===== config.mk =====
export PLATFORM = sky130hd
export DESIGN_NAME = fetch_instr_buf
export DESIGN_NICKNAME = d
export VERILOG_FILES = /design/src/rtl/fetch_instr_buf.sv
export SDC_FILE = /design/constraint.sdc
export NUM_CORES = 1
export LEC_CHECK = 0
export BUFFER_PORTS_ARGS = -buffer_cell sky130_fd_sc_hd__buf_2
export CORE_ASPECT_RATIO = 2
export CORE_UTILIZATION = 31
export CTS_BUF_LIST = sky130_fd_sc_hd__clkbuf_8 sky130_fd_sc_hd__clkbuf_16
export DETAILED_ROUTE_END_ITERATION = 16
export MAX_ROUTING_LAYER = met4
export SETUP_SLACK_MARGIN = 0.1
export SLEW_MARGIN = 30
export SYNTH_ARGS = -nofsm -noshare
export SYNTH_HDL_FRONTEND = slang
export SYNTH_SLANG_ARGS = --single-unit

===== constraint.sdc =====
create_clock -name clk -period 10.5 [get_ports clk]
set_input_delay 1.05 -clock clk [delete_from_list [all_inputs] [get_ports clk]]
set_output_delay 1.05 -clock clk [all_outputs]
set_load 0.03 [all_outputs]

===== src/rtl/fetch_instr_buf.sv =====
// Instruction buffer between the icache return path and decode: splits 8B fetch
// blocks into single-instruction entries of an in-order queue, flushed by nuke.
package fetch_instr_buf_pkg;
  typedef struct packed {
    logic valid;
  } t_nuke_pkt;

  typedef struct packed {
    logic [63:0] pc;
    logic [31:0] instr;
  } t_instr_pkt;
endpackage

module fetch_instr_buf
  import fetch_instr_buf_pkg::*;
#(
  parameter int DEPTH = 4
) (
  input  logic                       clk,
  input  logic                       reset_n,
  input  t_nuke_pkt                  nuke_rb1,
  input  logic                       resume_fetch_rbx,
  input  logic                       fb_valid_if2,
  input  logic [63:0]                fb_pc_if2,
  input  logic [63:0]                fb_data_if2,
  output logic                       fb_ready_if2,
  output logic                       valid_fe1,
  output t_instr_pkt                 instr_fe1,
  input  logic                       decode_ready_de0,
  output logic [$clog2(DEPTH+1)-1:0] occ_fe1
);
  // state | meaning
  // RUN   | normal push/pop operation
  // DRAIN | after nuke: queue empty, stale icache returns accepted and dropped
  localparam int PW = (DEPTH > 1) ? $clog2(DEPTH) : 1;
  localparam int OW = $clog2(DEPTH + 1);

  typedef enum logic {RUN = 1'b0, DRAIN = 1'b1} t_state;

  t_state            state_q, state_d;
  t_instr_pkt        mem_q [DEPTH];
  logic [PW-1:0]     head_q, head_d, tail_q, tail_d;
  logic [OW-1:0]     occ_q, occ_d;
  logic              nuke, run, pop, push_acc;
  logic [1:0]        npush;
  logic [OW-1:0]     free_slots;

  function automatic logic [PW-1:0] ptr_inc(input logic [PW-1:0] p);
    return (p == PW'(DEPTH - 1)) ? '0 : p + PW'(1);
  endfunction

  assign nuke = nuke_rb1.valid;
  assign run  = (state_q == RUN);

  // FSM: state register
  always_ff @(posedge clk or negedge reset_n) begin
    if (!reset_n) state_q <= RUN;
    else          state_q <= state_d;
  end

  // FSM: next state
  always_comb begin
    state_d = state_q;
    case (state_q)
      RUN:     if (nuke) state_d = DRAIN;
      DRAIN:   if (resume_fetch_rbx && !nuke) state_d = RUN;
      default: state_d = RUN;
    endcase
  end

  // FSM: outputs; ready is derived from the registered count only
  always_comb begin
    free_slots   = OW'(DEPTH) - occ_q;
    fb_ready_if2 = !run || (free_slots >= OW'(2));
    valid_fe1    = run && (occ_q != '0) && !nuke;
    instr_fe1    = mem_q[head_q];
    occ_fe1      = occ_q;
  end

  assign pop      = valid_fe1 && decode_ready_de0;
  assign push_acc = run && fb_valid_if2 && fb_ready_if2 && !nuke;
  assign npush    = !push_acc ? 2'd0 : (fb_pc_if2[2] ? 2'd1 : 2'd2);

  always_comb begin
    head_d = head_q;
    tail_d = tail_q;
    occ_d  = occ_q;
    if (nuke) begin
      head_d = '0;
      tail_d = '0;
      occ_d  = '0;
    end else begin
      if (pop) head_d = ptr_inc(head_q);
      if (npush == 2'd1) tail_d = ptr_inc(tail_q);
      else if (npush == 2'd2) tail_d = ptr_inc(ptr_inc(tail_q));
      occ_d = occ_q + OW'(npush) - OW'(pop);
    end
  end

  always_ff @(posedge clk or negedge reset_n) begin
    if (!reset_n) begin
      head_q <= '0;
      tail_q <= '0;
      occ_q  <= '0;
      for (int i = 0; i < DEPTH; i++) mem_q[i] <= '0;
    end else begin
      head_q <= head_d;
      tail_q <= tail_d;
      occ_q  <= occ_d;
      if (push_acc) begin
        if (fb_pc_if2[2]) begin
          mem_q[tail_q] <= '{pc: fb_pc_if2, instr: fb_data_if2[63:32]};
        end else begin
          mem_q[tail_q]          <= '{pc: fb_pc_if2, instr: fb_data_if2[31:0]};
          mem_q[ptr_inc(tail_q)] <= '{pc: fb_pc_if2 + 64'd4, instr: fb_data_if2[63:32]};
        end
      end
    end
  end

  a_pc_align: assert property (@(posedge clk) disable iff (!reset_n)
    fb_valid_if2 |-> (fb_pc_if2[1:0] == 2'b00));
  a_occ_max: assert property (@(posedge clk) disable iff (!reset_n)
    occ_q <= OW'(DEPTH));
  a_no_overflow: assert property (@(posedge clk) disable iff (!reset_n)
    push_acc |-> (int'(occ_q) + int'(npush) <= DEPTH));
  a_stall_stable: assert property (@(posedge clk) disable iff (!reset_n)
    (valid_fe1 && !decode_ready_de0) |=> $stable(instr_fe1));
endmodule

Yosys cells after proc, flatten, opt, wreduce, memory -nomap -nowiden. Cells that the tools add are included.

Reduce and logical (&&, ||, !) cells: 14. Magnitude comparators: 6. Mux-type cells: 25. Add/sub/neg operators: 7. Bitwise gates (word level): 4. Equal/unequal tests: 5.

Operator list (number): 384-bit bitwise mux (3); 96-bit demux with 2-bit select (2); 384-bit two-way mux (1); 96-bit two-way mux (4); 96-bit binary-select mux with 2-bit select (1); 64-bit by 3-bit adder with 64-bit output, second input constant (1); 2-bit two-way mux (10); 3-bit greater-or-equal comparator, second input constant (3); 1-bit logical AND (9); 2-bit NOT with 3-bit output (3); 2-bit == test, second input constant (4); 2-bit by 1-bit adder with 2-bit output, second input constant (3); 3-bit by 1-bit < comparator with 1-bit output, second input constant (2); 3-bit nonzero test (2); 3-bit by 2-bit adder with 3-bit output (1); 3-bit by 2-bit greater-or-equal comparator with 1-bit output, second input constant (1); 3-bit two-way mux (1); 3-bit by 1-bit subtractor with 3-bit output (1); 3-bit subtractor, first input constant (1); 2-bit by 1-bit == test with 1-bit output, second input constant (1); 1-bit two-way mux (2); 1-bit case mux with 2 select lines (1); 2-bit nonzero test (1); 1-bit zero test (1); other kinds (2) (2).

Input port bits: 134. Bits in registers: 392. Logic and storage cells: 73. Output and inout bits: 101.

Depth between registers and ports, before layout. Gate-level depths: netlist (run 1).

Depth after elaboration: 10. Gate-level depth with buffers: 16. Mapped depth without buffers: 14.

Least setup slack after synthesis (run 1). OpenSTA, ideal clock, no wires.

Path type: input to register. Start: input port nuke_rb1. End: register occ_q[2], in the netlist occ_fe1[2]. Setup time: 0.131 ns. Data required time: 10.369 ns. Stages: 13. Data arrival time: 3.683 ns. Slack: 6.686 ns. Path buffers: 2. Cells stage by stage: or3b_2 nor2_1 clkbuf_1 clkbuf_1 nand2_1 ha_1 inv_1 ha_1 inv_1 fa_1 xnor2_1 xnor2_1 nor2_1.

Word-level cells in the longest chain between the ends: 6. Elaborated cells on any way between the ends: 8. Classes of those cells: 2 x add/sub; 2 x mux; 4 x reduce/logical.

Ends and longest elaborated chain: from (decl) (RTL line 21) `input t_nuke_pkt nuke_rb1,`; 1-bit zero test (RTL line 75, 81); 1-bit logical AND (RTL line 81) `assign push_acc = run && fb_valid_if2 && fb_ready_if2 && !nuke;`; 2-bit two-way mux (RTL line 82) `assign npush = !push_acc ? 2'd0 : (fb_pc_if2[2] ? 2'd1 : 2'd2);`; 3-bit by 2-bit adder with 3-bit output (RTL line 96) `occ_d = occ_q + OW'(npush) - OW'(pop);`; 3-bit by 1-bit subtractor with 3-bit output (RTL line 96); 3-bit two-way mux (*) (RTL line 88) `if (nuke) begin`; named net occ_d[2] (RTL line 43) `logic [OW-1:0] occ_q, occ_d;`; to (decl) (RTL line 43).

Mark *: on every way through the listed nets, which the timed path passes. The rest lies on a longest branch. A chain may end at the register's enable or synchronous reset.

==> impl_metrics.toml, run 1 <==
[worst_setup_path]
startpoint_type = "register"
worstSetupPathType = "reg2out"
worst_setup_path_end_kind = "primary output"
cp.required_ns = 9.45
crit_fanout = 51
critical_path_arrival_ns = 3.43

[synthesis]
synth_area_per_cell_sq_um = 8.93
synth_nets = 2619
async_flop_share_pct = 100
synth_seq_cells = 392
netlist_area_sq_mm = 0.0221
ys_seq_area_share_pct = 44.4
ys_warn_count = 0
synth_edf_count = 0
synth_cells = 2472
synth_flop_cell = "dfrtp_1"
synth_cell_types = 55

[detailed_routing]
vias = 19200
drt_iter0_drc = 1221
vias_per_cell = 5.53
route.detailed.drc = 2
wl_microns = 76100
ant_nets = 0
routedWlPerCell_microns = 22.0
dr.pass1.iters = 12

[cts]
cts.sinks = 392
cts-root-buf = "clkbuf_16"
clk_pin_slew_worst_paths_ns = 0.06
postCtsSetupRepairBufs = 0
cts_htree_levels = 2
numCtsBuffers = 41
cts_tree = "done"
cts_max_path_buffers = 3
hold_buffers = 0
cts-resized-gates = 0
clk_latency_ns = 0.59

[floorplan]
die_h_microns = 379
initial_core_util_pct = 31.3
core_area_sq_mm = 0.0706
die-area_sq_mm = 0.0724
rows = 138
io_pins = 235
fp.dieW_microns = 191

[global_routing]
gr-usage-all-layers_pct = 21.8
grt_max_degree = 113
grt.overflow.total = 0
grt_first_pass_wirelength_microns = 117000
antenna_found_initial = 12
grt_pass1_vias = 19300

[power_and_ir_drop]
p_per_area_mw_per_mm2 = 230
vdd_drop_max_mv = 0.158
p_leak_uw = 0.0108

[sta]
hold_viol_final = 0
finalCritPeriodShare_pct = 42.7
tns_ns = 0
relSlewSlack_pct = 33.7
skew_ns = 0.0226
tightest_slew_ns = 0.994
grt_setup_unrepaired = "no"
post-route-min-period_ns = 4.48
slew_viol_final = 0
setup_viol = 0
max_freq_mhz = 223

[outcome]
violations = "DRC"
status = "finished, violations left"

[cells_and_area]
layout_commonest_cell = "nand2_1"
final_area_sq_mm = 0.0254
utilization_pct = 36.0
area_growth_pct = 15.2
nFillCells = 7204
stdcell_count = 3462
drive_above_1_share_pct = 19.1
mostFrequentLayoutCells = "596 x nand2_1, 390 x dfrtp_1, 233 x buf_2"
nNetsFinal = 2658

[placement]
gp_congestion = 0.846
place.detailed.instances = 3377
placed_area_sq_mm = 0.0239
io_buffers = 234
hpwlAfterDp_microns = 48100

[hold_path]
hp-class = "in2async"

[run]
maxCapViolCount = 0
## synth_stat cells (8+ instances only)
master,n,area (sq um)
a22oi_1,128,961
a31oi_1,141,882
a32oi_1,29,254
and2_1,8,50.1
and4_1,13,114
buf_1,53,199
clkbuf_1,220,826
dfrtp_1,392,9810
ha_1,12,150
inv_1,11,41.3
mux4_2,96,2160
nand2_1,601,2260
nand2b_1,11,68.8
nand3_1,37,185
nand4_1,63,394
nor2_1,201,754
nor2b_1,9,56.3
nor3_1,31,155
nor4_1,19,119
nor4b_1,10,87.6
o21ai_0,201,1010
o311ai_0,12,105
o32ai_1,14,123
or3_1,8,50.1
or4_1,16,120
xnor2_1,32,280
xor2_1,31,272
## cells by family (layout without fill, tap and decap cells)
kind of cell | after synthesis | after routing | synth area share [%]
adder cells (fa/ha/maj) | 13 | 13 | 0.770
AO/OA/AOI/OAI | 568 | 568 | 16.6
XOR/XNOR | 63 | 63 | 2.50
multiplexers | 100 | 100 | 9.99
flip-flops | 392 | 392 | 44.4
buffers and inverters | 295 | 366 | 5.14
other | 0 | 9 | 0
AND/OR/NAND/NOR | 1041 | 1041 | 20.5
## through the flow
stage | power (uW) | hold slack (ns) | worst slack, ns
after floorplan | 3600 | 0.440 | 6.69
after global routing | 6190 | 0.350 | 5.96
after global placement | 4210 | 0.453 | 6.14
after detailed placement | 4250 | 0.457 | 6.28
final | 5850 | 0.348 | 6.02
after CTS | 5910 | 0.472 | 6.00
## layer usage
| metal | routed length (microns) | global-route usage (%) |
|---|---|---|
| met1 | 28800 | 24.4 |
| met2 | 39500 | 37.8 |
| met3 | 4870 | 3.80 |
| met4 | 2990 | 9.51 |
| met5 | 0 | - |
## state kept, by name (all words and copies together), names as in the netlist, named ones only
signal	cells
mem_q	380
occ_fe1	3
state_q	1
head_q	2
tail_q	2
## final timing paths
kind,startpoint,to,slack [ns],cells after the start
setup reg to reg,occ_fe1[1]$_DFF_PN0_,mem_q[29]$_DFFE_PN0P_,6.77,9
max in group asynchronous,reset_n,mem_q[183]$_DFFE_PN0P_,8.10,4
setup / recovery,head_q[1]$_DFFE_PN0P_,instr_fe1[95],6.02,3
hold reg to reg,mem_q[23]$_DFFE_PN0P_,mem_q[23]$_DFFE_PN0P_,0.47,2
min in group clk,mem_q[23]$_DFFE_PN0P_,mem_q[23]$_DFFE_PN0P_,0.47,2
hold / removal,reset_n,mem_q[241]$_DFFE_PN0P_,0.35,1
## where the power goes
part | internal, uW | total (uW) | switching [uW]
registers | 2030 | 2320 | 286
clock network | 968 | 1640 | 673
logic | 712 | 1890 | 1180
total | 3710 | 5850 | 2140
## worst max-delay path, stage by stage (launching register included)
cell and delay [ns]:
dfrtp_4 1.07, buf_4 0.92, mux4_2 0.61, buf_2 0.22
## cell type report
| type | count | area (sq um) | share of cell area [%] |
|---|---|---|---|
| clock buffers | 58 | 1270 | 5.00 |
| clock inverters | 17 | 231 | 0.910 |
| diodes | 9 | 22.5 | 0.0885 |
| repair buffers | 280 | 1620 | 6.38 |
| inverters | 11 | 41.3 | 0.162 |
| flip-flops and latches | 392 | 9820 | 38.6 |
| well taps | 910 | 1140 | 4.48 |
| multi-input cells | 1785 | 11300 | 44.4 |
Power figures use the tool's default switching activity.
==> run 2: changes to the inputs <==
Clock period 10.5 ns to 4.27 ns, I/O delays scaled along.
==> impl_metrics.toml, run 2 (synthesis results as in run 1) <==
[worst_setup_path]
worstSetupPathType = "reg2out"
reg2reg_slack_ns = 1.09
cp.required_ns = 3.84
reg2reg_depth = 9
reg2reg_from = "occ_fe1[0]$_DFF_PN0_"
startpoint_type = "register"
crit_fanout = 32
worst_setup_path_end_kind = "primary output"
critical_path_arrival_ns = 2.86
r2r_end = "mem_q[134]$_DFFE_PN0P_"

[cts]
numCtsBuffers = 40
cts.sinks = 392
cts_tree = "done"
postCtsSetupRepairBufs = 0
cts-root-buf = "clkbuf_16"
cts_htree_levels = 2
clk_latency_ns = 0.59
cts_max_path_buffers = 3
clk_pin_slew_worst_paths_ns = 0.06

[cells_and_area]
nFillCells = 7216
utilization_pct = 36.1
multi_input_area_sq_mm = 0.0113
stdcell_count = 3478
largest_reg_flops = 380
layout_commonest_cell = "nand2_1"
nNetsFinal = 2671
seqCellArea_sq_mm = 0.00982
area_growth_pct = 15.4
largest-register = "mem_q"
drive_above_1_share_pct = 19.3
mostFrequentLayoutCells = "596 x nand2_1, 390 x dfrtp_1, 232 x buf_2"

[global_routing]
grt_max_degree = 257
grt_pass1_vias = 19400
antenna_found_initial = 16
grt.overflow.total = 0
grt_first_pass_wirelength_microns = 119000
gr-usage-all-layers_pct = 22.1

[sta]
hold_viol_final = 0
tns_ns = 0
setup_viol = 0
finalCritPeriodShare_pct = 76.9
grt_setup_unrepaired = "no"
post-route-min-period_ns = 3.28
skew_ns = 0.0241
relSlewSlack_pct = 37.0
slew_viol_final = 0
tightest_slew_ns = 0.943
max_freq_mhz = 305

[hold_path]
hp-class = "in2reg"
whs_path_depth = 3
hp-start = "fb_pc_if2[1]"
worstHoldEndpoint = "mem_q[129]$_DFFE_PN0P_"

[detailed_routing]
route.detailed.drc = 2
routedWlPerCell_microns = 22.2
wl_microns = 77100
routedLengthMet1_microns = 29000
dr.pass1.iters = 11
wl_met2_microns = 39900
vias = 19300
drt_iter0_drc = 1341
ant_nets = 0
vias_per_cell = 5.54
wl_met3_microns = 4920
top_layer_used = "met4"

[power_and_ir_drop]
p_sw_uw = 5260
clockPowerShare_pct = 26.2
internal_power_uw = 8790
p_leak_uw = 0.0108
power_frac_comb_pct = 33.1
power.total_uw = 14000
p_sw_share_pct = 37.4
p_per_area_mw_per_mm2 = 551
vdd_drop_max_mv = 0.334
seq_power_share_pct = 40.7

[floorplan]
rows = 138
die_h_microns = 379
io_pins = 235
core_area_sq_mm = 0.0706
die-area_sq_mm = 0.0724
initial_core_util_pct = 31.3
fp.dieW_microns = 191

[placement]
hpwlAfterDp_microns = 50800
gp_congestion = 0.873
io_buffers = 234
place.detailed.instances = 3390

[run]
maxCapViolCount = 0

[outcome]
violations = "DRC"
status = "finished, violations left"
-- run 2: cell types whose count changed in the layout (fill, tap and decap cells not counted), moves of 2 or more --
cell,before,now
clkbuf_16,42,40
clkbuf_8,17,8
buf_6,5,0
bufinv_16,5,3
clkinv_2,3,11
buf_12,1,11
diode_2,9,13
buf_4,36,45
-- run 2: per-layer routing --
layer  GRT usage [%]  vias to the layer above
met5               -                        -
met4            10.2                        0
met3            4.03                      179
met2            38.2                      677
met1            24.6                     9430
li1                -                     8971
-- run 2: through the flow --
stage	hold WS [ns]	cell area, sq um	setup WS [ns]
after floorplan	0.131	22100	0.721
after global placement	0.452	24000	1.12
after detailed placement	0.458	24100	1.08
after CTS	0.0616	25400	0.888
after global routing	0.0881	25500	0.857
final	0.0882	25500	0.988
-- run 2: how the worst max path moves through the flow --
stage | start | end | cells after the start
final | head_q[0]$_DFFE_PN0P_ | instr_fe1[38] | 3
after global routing | occ_fe1[0]$_DFF_PN0_ | mem_q[132]$_DFFE_PN0P_ | 9
after CTS | head_q[0]$_DFFE_PN0P_ | instr_fe1[38] | 3
after detailed placement | fb_pc_if2[2] | mem_q[272]$_DFFE_PN0P_ | 8
after global placement | fb_pc_if2[2] | mem_q[286]$_DFFE_PN0P_ | 9
after floorplan | occ_fe1[0]$_DFF_PN0_ | occ_fe1[2]$_DFF_PN0_ | 16
-- run 2: power by group through the flow --
stage / clock [uW] / sequential [uW] / combinational [uW]
final: 3670 / 5720 / 4650
after global routing: 3880 / 5870 / 5120
after CTS: 3760 / 5720 / 4720
after detailed placement: 0 / 5790 / 4700
after global placement: 0 / 5740 / 4650
after floorplan: 0 / 5490 / 3350
-- run 2: area by class of cell --
class | count | share of cell area (%)
multi-input combinational | 1785 | 44.3
sequential | 392 | 38.5
timing repair buffer | 294 | 7.22
tap | 910 | 4.47
clock buffer | 47 | 4.31
clock inverter | 26 | 0.908
inverter | 11 | 0.162
antenna | 13 | 0.128
-- run 2: timing repair --
action,in CTS,in global routing
hold buffers,1,0
gates resized for setup,0,0
endpoints found under the hold margin,66,0
-- run 2: worst max-delay path: stages (launching register included) --
cell,delay (ns)
dfrtp_4,0.94
buf_4,0.46
mux4_2,0.63
buf_2,0.22
